$ cat src/rtl/io_clk_config_arbiter.sv
// Round-robin arbiter serialising requester reads/writes onto the clock-generator
// config port, with a post-write settle hold-off before the completion pulse.
module io_clk_config_arbiter #(
  parameter int NUM_REQ       = 4,
  parameter int SETTLE_CYCLES = 4
) (
  input  logic                   sys_clk,
  input  logic                   sync_rst,
  input  logic                   clk_en,
  input  logic [NUM_REQ-1:0]     req_valid,
  input  logic [NUM_REQ-1:0]     req_write,
  input  logic [2*NUM_REQ-1:0]   req_addr,
  input  logic [2*NUM_REQ-1:0]   req_half_en,
  input  logic [16*NUM_REQ-1:0]  req_data,
  output logic [NUM_REQ-1:0]     req_ready,
  output logic [NUM_REQ-1:0]     rsp_valid,
  output logic [15:0]            rsp_data,
  output logic                   busy,
  output logic [1:0]             cfg_addr,
  output logic                   cfg_we_upper,
  output logic                   cfg_we_lower,
  output logic [15:0]            cfg_wdata,
  input  logic [15:0]            cfg_rdata,
  output logic [1:0]             dbg_state
);

  localparam int IDX_W = (NUM_REQ > 2) ? $clog2(NUM_REQ) : 1;
  localparam logic [7:0] SETTLE_LOAD = (SETTLE_CYCLES > 0) ? 8'(SETTLE_CYCLES - 1) : 8'd0;
  localparam logic [IDX_W-1:0] LAST_RST = IDX_W'(NUM_REQ - 1);

  typedef enum logic [1:0] {IDLE, ISSUE, SETTLE, RESP} state_t;

  state_t           state, state_next;
  logic [7:0]       cnt;
  logic [IDX_W-1:0] last_grant, owner, grant_idx, cand_idx;
  logic             grant_found, accept, issue_on;
  logic             lat_write;
  logic [1:0]       lat_half;

  logic [1:0]  addr_arr [NUM_REQ];
  logic [1:0]  half_arr [NUM_REQ];
  logic [15:0] data_arr [NUM_REQ];

  for (genvar g = 0; g < NUM_REQ; g++) begin : g_unpack
    assign addr_arr[g] = req_addr[2*g +: 2];
    assign half_arr[g] = req_half_en[2*g +: 2];
    assign data_arr[g] = req_data[16*g +: 16];
  end

  // Handshake: a requester holds req_valid and payload stable until it sees
  // req_ready high for one cycle; that cycle's rising edge is the transfer.
  // Dropping req_valid earlier withdraws the request without side effects.
  always_comb begin
    grant_found = 1'b0;
    grant_idx   = '0;
    cand_idx    = '0;
    for (int k = 1; k <= NUM_REQ; k++) begin
      cand_idx = IDX_W'((int'(last_grant) + k) % NUM_REQ);
      if (!grant_found && req_valid[cand_idx]) begin
        grant_found = 1'b1;
        grant_idx   = cand_idx;
      end
    end
  end

  assign accept   = sync_rst && clk_en && grant_found && (state == IDLE || state == RESP);
  assign issue_on = sync_rst && clk_en && (state == ISSUE);

  always_comb begin
    state_next = state;
    case (state)
      IDLE:    if (accept) state_next = ISSUE;
      ISSUE:   state_next = (lat_write && (SETTLE_CYCLES > 0)) ? SETTLE : RESP;
      SETTLE:  if (cnt == 8'd0) state_next = RESP;
      RESP:    state_next = accept ? ISSUE : IDLE;
      default: state_next = IDLE;
    endcase
  end

  assign req_ready    = accept ? (NUM_REQ'(1) << grant_idx) : '0;
  assign rsp_valid    = (sync_rst && clk_en && state == RESP) ? (NUM_REQ'(1) << owner) : '0;
  assign cfg_we_upper = issue_on && lat_write && lat_half[1];
  assign cfg_we_lower = issue_on && lat_write && lat_half[0];
  assign busy         = (state != IDLE);
  assign dbg_state    = state;

  always_ff @(posedge sys_clk) begin
    if (!sync_rst) begin
      state      <= IDLE;
      cnt        <= 8'd0;
      last_grant <= LAST_RST;
      owner      <= '0;
      lat_write  <= 1'b0;
      lat_half   <= 2'b00;
      cfg_addr   <= 2'd0;
      cfg_wdata  <= 16'd0;
      rsp_data   <= 16'd0;
    end else if (clk_en) begin
      state <= state_next;
      if (accept) begin
        owner      <= grant_idx;
        last_grant <= grant_idx;
        // A write with no byte enables behaves exactly like a read.
        lat_write  <= req_write[grant_idx] && (half_arr[grant_idx] != 2'b00);
        lat_half   <= half_arr[grant_idx];
        cfg_addr   <= addr_arr[grant_idx];
        cfg_wdata  <= data_arr[grant_idx];
      end
      if (state == ISSUE) begin
        rsp_data <= cfg_rdata;
        cnt      <= SETTLE_LOAD;
      end else if (state == SETTLE && cnt != 8'd0) begin
        cnt <= cnt - 8'd1;
      end
    end
  end

endmodule

$ cat config.mk
export PLATFORM = sky130hd
export DESIGN_NAME = io_clk_config_arbiter
export DESIGN_NICKNAME = d
export VERILOG_FILES = /design/src/rtl/io_clk_config_arbiter.sv
export SDC_FILE = /design/constraint.sdc
export NUM_CORES = 1
export LEC_CHECK = 0
export CAP_MARGIN = 20
export CORE_ASPECT_RATIO = 0.9
export CORE_UTILIZATION = 35
export DETAILED_ROUTE_END_ITERATION = 8
export PLACE_DENSITY = 0.88
export SYNTH_ARGS = -nofsm -noshare
export SYNTH_HDL_FRONTEND = slang
export SYNTH_SLANG_ARGS = --single-unit
$ cat constraint.sdc
create_clock -name sys_clk -period 2.5 [get_ports sys_clk]
set_clock_uncertainty 0.1 [all_clocks]
set_input_delay 0.5 -clock sys_clk [delete_from_list [all_inputs] [get_ports sys_clk]]
set_output_delay 0.5 -clock sys_clk [all_outputs]
set_load 0.1 [all_outputs]
======== After elaboration in Yosys (flattened, before gate mapping) ========
Index checks and enable logic that the tools add are counted.
storage, ports and cells
  flip-flop bits (word level) ............. 51
  bits of input ports ..................... 107
cells by class
  shift operators ......................... 2
  eq/ne operators ......................... 5
  reduce and logical (&&, ||, !) cells .... 27
  multiplexer cells ....................... 36
  $add $sub $neg .......................... 5
  $lt $le $gt $ge ......................... 6
  bitwise operators ....................... 1
operators by type and width
  cell                   count
  $bmux W16 S2           1
  $mux W16               2
  $mux W2                10
  $mux W8                2
  $lt A2 B3 Y1 const B   5
  $logic_and A1 B1 Y1    13
  $mux W1                11
  $bmux W1 S2            5
  $bmux W2 S2            2
  $logic_not A8 Y1       1
  $mux W4                2
  $pmux W2 S4            1
  $reduce_bool A8 Y1     1
  $shl A1 B2 Y4 const A  2
  $sub A8 B1 Y8 const B  1
  $reduce_and A2 Y1      3
  $reduce_bool A2 Y1     3
  $add A2 B1 Y2 const B  2
  $add A2 B2 Y2 const B  2
  $eq A2 B2 Y1 const B   2
  $ne A2 B2 Y1 const B   2
  $ge A3 B3 Y1 const B   1
  $logic_not A1 Y1       3
  $not A2 Y3             1
  4 further kinds        4

======== Depth between registers and ports, before layout ========
Gate-level depths: netlist (run 1).
  depth after elaboration ................. 19
  mapped depth ............................ 8
  depth with buffers taken out ............ 8

======== Worst setup path before layout (run 1) ========
No wires, ideal clock.
  kind .................................... reg2out
  start ................................... register state[0] (netlist: dbg_state[0])
  end ..................................... output req_ready[3]
  arrival time ............................ 3.740 ns
  setup slack ............................. -1.840 ns
  required time ........................... 1.900 ns
  stages on the path, launching flop included .. 9
  path through ............................ dfxtp_1 inv_1 ha_1 nor2_1 and3_1 clkbuf_1 clkbuf_1 nand2_1 nor2_1
between the ends
  word-level cells in the longest chain between the ends .. 4
  elaborated cells between the ends (all ways) .. 5
RTL lines
  item                                                     RTL line  RTL
  start, declared                                          33        state_t state, state_next;
  start signal, assigned                                   99        state <= state_next;
  $eq A2 B2 Y1 / $logic_not A2 Y1 (equally long branches)  66        assign accept = sync_rst && clk_en && grant_found && (state == IDLE || state == RESP);
  $logic_or A1 B1 Y1 *                                     66
  $logic_and A1 B1 Y1 *                                    66
  $mux W4 *                                                80        assign req_ready = accept ? (NUM_REQ'(1) << grant_idx) : '0;
  end, declared                                            15        output logic [NUM_REQ-1:0] req_ready,
Every way passes the cells marked *; elsewhere a longest branch is shown, timed or not.

======== Final worst setup path (run 1) ========
  start ................................... input req_valid[0]
  end ..................................... output req_ready[3]
between the ends
  word-level cells in the longest chain between the ends .. 15
  elaborated cells between the ends (all ways) .. 26
RTL lines
  item                               RTL line  RTL
  start, declared                    10        input logic [NUM_REQ-1:0] req_valid,
  $bmux W1 S2                        59        if (!grant_found && req_valid[cand_idx]) begin
  $mux W1 (not written as such)      59
  $mux W1                            59
  $logic_not A1 Y1                   59
  $logic_and A1 B1 Y1                59
  $mux W1                            59
  $logic_not A1 Y1                   59
  $logic_and A1 B1 Y1                59
  $mux W1                            59
  $logic_not A1 Y1                   59
  $logic_and A1 B1 Y1                59
  $mux W1                            59
  $logic_and A1 B1 Y1 (2 in series)  66
  $mux W4 *                          80
Every way passes the cells marked *; elsewhere a longest branch is shown, timed or not. The select of a mux whose other input is x is not followed.

==> flow_summary.yaml, run 1 <==
synth:
  synth_area_per_cell_um2: 8.089
  synthCells: 344
  syn-num-nets: 457
  synth_edf_count: 0
  post_synth_main_area_contributors: "sky130_fd_sc_hd__dfxtp_1 (37%), sky130_fd_sc_hd__a21oi_1 (6.5%), sky130_fd_sc_hd__nand2_1 (6.3%)"
  synthesis.area_mm2: 0.002783
  async_reset_ff_frac: 0
  yosys_register_bits: 51
  ys.flop_type: "sky130_fd_sc_hd__dfxtp_1"
  yosysUniqueCellTypes: 47
  yosysWarnings: 0
  synth.largest_area_cell: "sky130_fd_sc_hd__dfxtp_1"
  yosys.area.top_type_share: 0.3669
  synth_seq_area_share: 0.3669
floorplanning:
  floorplan.initialDensity: 0.3652
  num_io_pins: 154
  core_region_area_mm2: 0.007620
  chipHeight_um: 86.59
  die_outline_area_mm2: 0.008312
  core.rowCount: 30
  die_w_um: 95.99
hold_path:
  hold_class: "flip-flop to flip-flop"
route:
  drtAntennaViolNets: 0
  drt-pass1-iter-count: 7
  post-route-drc-count: 0
  final_routed_wirelength_um: 9749
  vias_per_cell: 5.400
  drt-initial-drc-count: 149
  route.detailed.wl_per_inst_um: 16.11
  num_vias: 3267
pwr:
  power-per-cell-area_mw_per_mm2: 566.1
  net-switching-power_w: 0.001108
  p_seq_frac: 0.352
  design_power_total_w: 0.002698
  switching_power_as_a_share_of_total_power: 0.4106
  clock_network_fraction_of_design_power: 0.190
  peak_vdd_ir_uv: 296.3
  p_comb_frac: 0.458
  total_leakage_power_nw: 1.944
  intPower_w: 0.001590
global_routing:
  grt_pass1_wl_um: 14850
  grt_remaining_overflow: 0
  vias_in_the_first_global_route: 3258
  pin_count_of_the_biggest_net_entering_global_routing: 31
  groute.usage.overall: 0.2295
  antenna_found_initial: 0
worst_setup_path:
  worstSetupPathType: "primary input to output port"
  cp_data_required_time_ns: 1.90
  critical_path_cell_with_the_highest_stage_delay: "sky130_fd_sc_hd__nor4_4"
  crit_path_cell_trace: "clkdlybuf4s15_1 -> buf_6 -> nor4_4 -> buf_4 -> nor2_4 -> and3_4 -> nand2_4 -> nor2_4 -> buf_12"
  crit_path_max_incr_delay_ns: 0.29
  worst-path-buf-inv: 4
  crit_path_frequent_cell: "sky130_fd_sc_hd__nor2_4"
  crit_path_max_fanout: 5
  startpoint_type: "primary input"
  worst_path_dominant_cell_family: "buffers and inverters"
  crit_path_capture_type: "output port"
  arrival_ns: 1.87
layout:
  most-common-layout-cells: "sky130_fd_sc_hd__clkdlybuf4s50_1 (101), sky130_fd_sc_hd__buf_4 (69), sky130_fd_sc_hd__dfxtp_1 (48)"
  postLayoutCellArea_mm2: 0.004766
  nNetsFinal: 621
  mostFrequentLayoutCell: "sky130_fd_sc_hd__clkdlybuf4s50_1"
  antenna-diode-count: 0
  area_delta_synth_final_pct: 71.27
  drive_gt1_frac: 0.2554
timing:
  maxClockFrequency_ghz: 0.4043
  final.min_clock_period_ns: 2.473
  worst-slew-pin-transition_ns: 0.4573
  timing.final.crit_share: 0.9894
  finalMaxSlewViolations: 0
  relSlewSlack: 0.6952
  layout_setup_ws_ns: 0.02652
  finalHoldViolCount: 0
  setup_viol: 0
  rsz0062_at_grt: "yes"
clock_tree:
  tritoncts: "done"
  clock_tree.buffer_depth: 2
  clockRootBuffer: "sky130_fd_sc_hd__clkbuf_8"
  num_cts_buffers: 5
  h-tree-depth: 2
  clock_insertion_delay_at_the_later_pin_of_the_skew_report_ns: 0.31
  ctsHoldBuffers: 0
  clk_pin_slew_ns: 0.10
  cts.sink_count: 51
place:
  gp_congestion: 0.9056
  pre_cts_ws_ns: -0.3624
  port_buf_inserts: 153
  dpl_cell_area_mm2: 0.004623
  detailed_place_hpwl_um: 7561
run_status:
  run_status: "completed"
job:
  max-cap-violations: 0
[cell type report]
| type | count | area [um2] |
|---|---|---|
| fillers | 616 | 2854 |
| repair buffers | 187 | 1800 |
| multi-input cells | 249 | 1662 |
| flip-flops and latches | 51 | 1030 |
| well taps | 96 | 120.1 |
| clock buffers | 6 | 82.58 |
| inverters | 14 | 55.05 |
| clock inverters | 2 | 16.27 |
[worst reg2reg max path, cell delays in order, from the launching register on]
cell and delay (ns):
sky130_fd_sc_hd__dfxtp_1 0.53, sky130_fd_sc_hd__inv_1 0.11, sky130_fd_sc_hd__a31o_2 0.24, sky130_fd_sc_hd__nor2_4 0.13, sky130_fd_sc_hd__buf_4 0.12, sky130_fd_sc_hd__buf_4 0.17, sky130_fd_sc_hd__mux2_1 0.34, sky130_fd_sc_hd__a222oi_1 0.27
sky130_fd_sc_hd__a211oi_1 0.12
[through the flow]
step	instances	utilization	setup TNS [ns]	hold WS, ns
after detailed placement	595	0.6067	-6.774	0.3498
after global placement	595	0.6067	-4.137	0.3420
after global routing	605	0.6255	-0.0008760	0.3776
final	605	0.6255	0	0.3647
after CTS	603	0.6223	0	0.3650
after floorplan	344	-	-0.5197	0.3320
[timing repair]
action,CTS,global route
setup buffers,0,3
gates resized for setup,12,8
hold endpoints to repair,0,0
pin swaps,6,7
endpoints found under the setup margin,4,5
[worst paths after layout]
kind / from / end / slack, ns / depth (start not counted)
worst max register to register: last_grant[0] / cfg_wdata[5] / 0.25 / 8
worst min register to register: rsp_data[9] / rsp_data[9] / 0.36 / 2
worst max-delay path: req_valid[0] / req_ready[3] / 0.03 / 9
worst min-delay path: rsp_data[9] / rsp_data[9] / 0.36 / 2
[power groups by stage]
stage          clock, W  combinational (W)  sequential [W]
2_1_floorplan         0           0.000485         0.00130
3_3_place_gp          0            0.00119        0.000964
3_5_place_dp          0            0.00122        0.000965
4_1_cts        0.000529            0.00123        0.000949
5_1_grt        0.000556            0.00131        0.000961
6_report       0.000514            0.00123        0.000949
[flip-flops by register name, indices dropped and copies added (netlist names)]
| name | cells |
|---|---|
| cfg_wdata | 16 |
| rsp_data | 16 |
| cnt | 8 |
| cfg_addr | 2 |
| dbg_state | 2 |
| last_grant | 2 |
| lat_half | 2 |
| owner | 2 |
| lat_write | 1 |
[kinds of logic (layout without fill, tap and decap cells)]
logic type / after synthesis / after routing / share of synthesized area
adders and majority gates: 6 / 6 / 0.02698
and+or+nand+nor: 108 / 108 / 0.1772
DFF: 51 / 51 / 0.3669
buffers and inverters: 44 / 209 / 0.06699
xor gates and xnor gates: 5 / 5 / 0.01574
AOI/OAI and AO/OA: 109 / 109 / 0.2626
muxes: 21 / 21 / 0.08363
[routing by layer]
metal  wire [um]  vias to the layer above  global-route usage  part of all wire
met5           0                        -                   0                 0
met4         236                        0             0.09362             0.024
met3         876                       19             0.07281             0.090
met2        4822                      158              0.4107              0.49
met1        3814                     1515              0.2474              0.39
li1            -                     1575                   -                 -
[synth_stat cells, drive strengths merged, types with 2 or more instances]
cell / n
a211oi: 11
a21boi: 2
a21oi: 36
a222oi: 17
and2: 4
and3: 3
and4: 2
buf: 7
clkbuf: 23
dfxtp: 51
ha: 6
inv: 14
mux2: 18
mux2i: 3
nand2: 47
nand3: 6
nor2: 31
nor3: 2
nor3b: 3
nor4: 2
o211ai: 6
o21a: 2
o21ai: 20
o22ai: 3
o31ai: 3
or2: 3
or4: 2
xnor2: 2
xor2: 3
Power figures use the tool's default switching activity.
==> run 2: changes to the inputs <==
- SKIP_LAST_GASP: unset -> 1
==> results of run 2 <==
The final DEF is identical to that of run 1; final timing and power are the same.
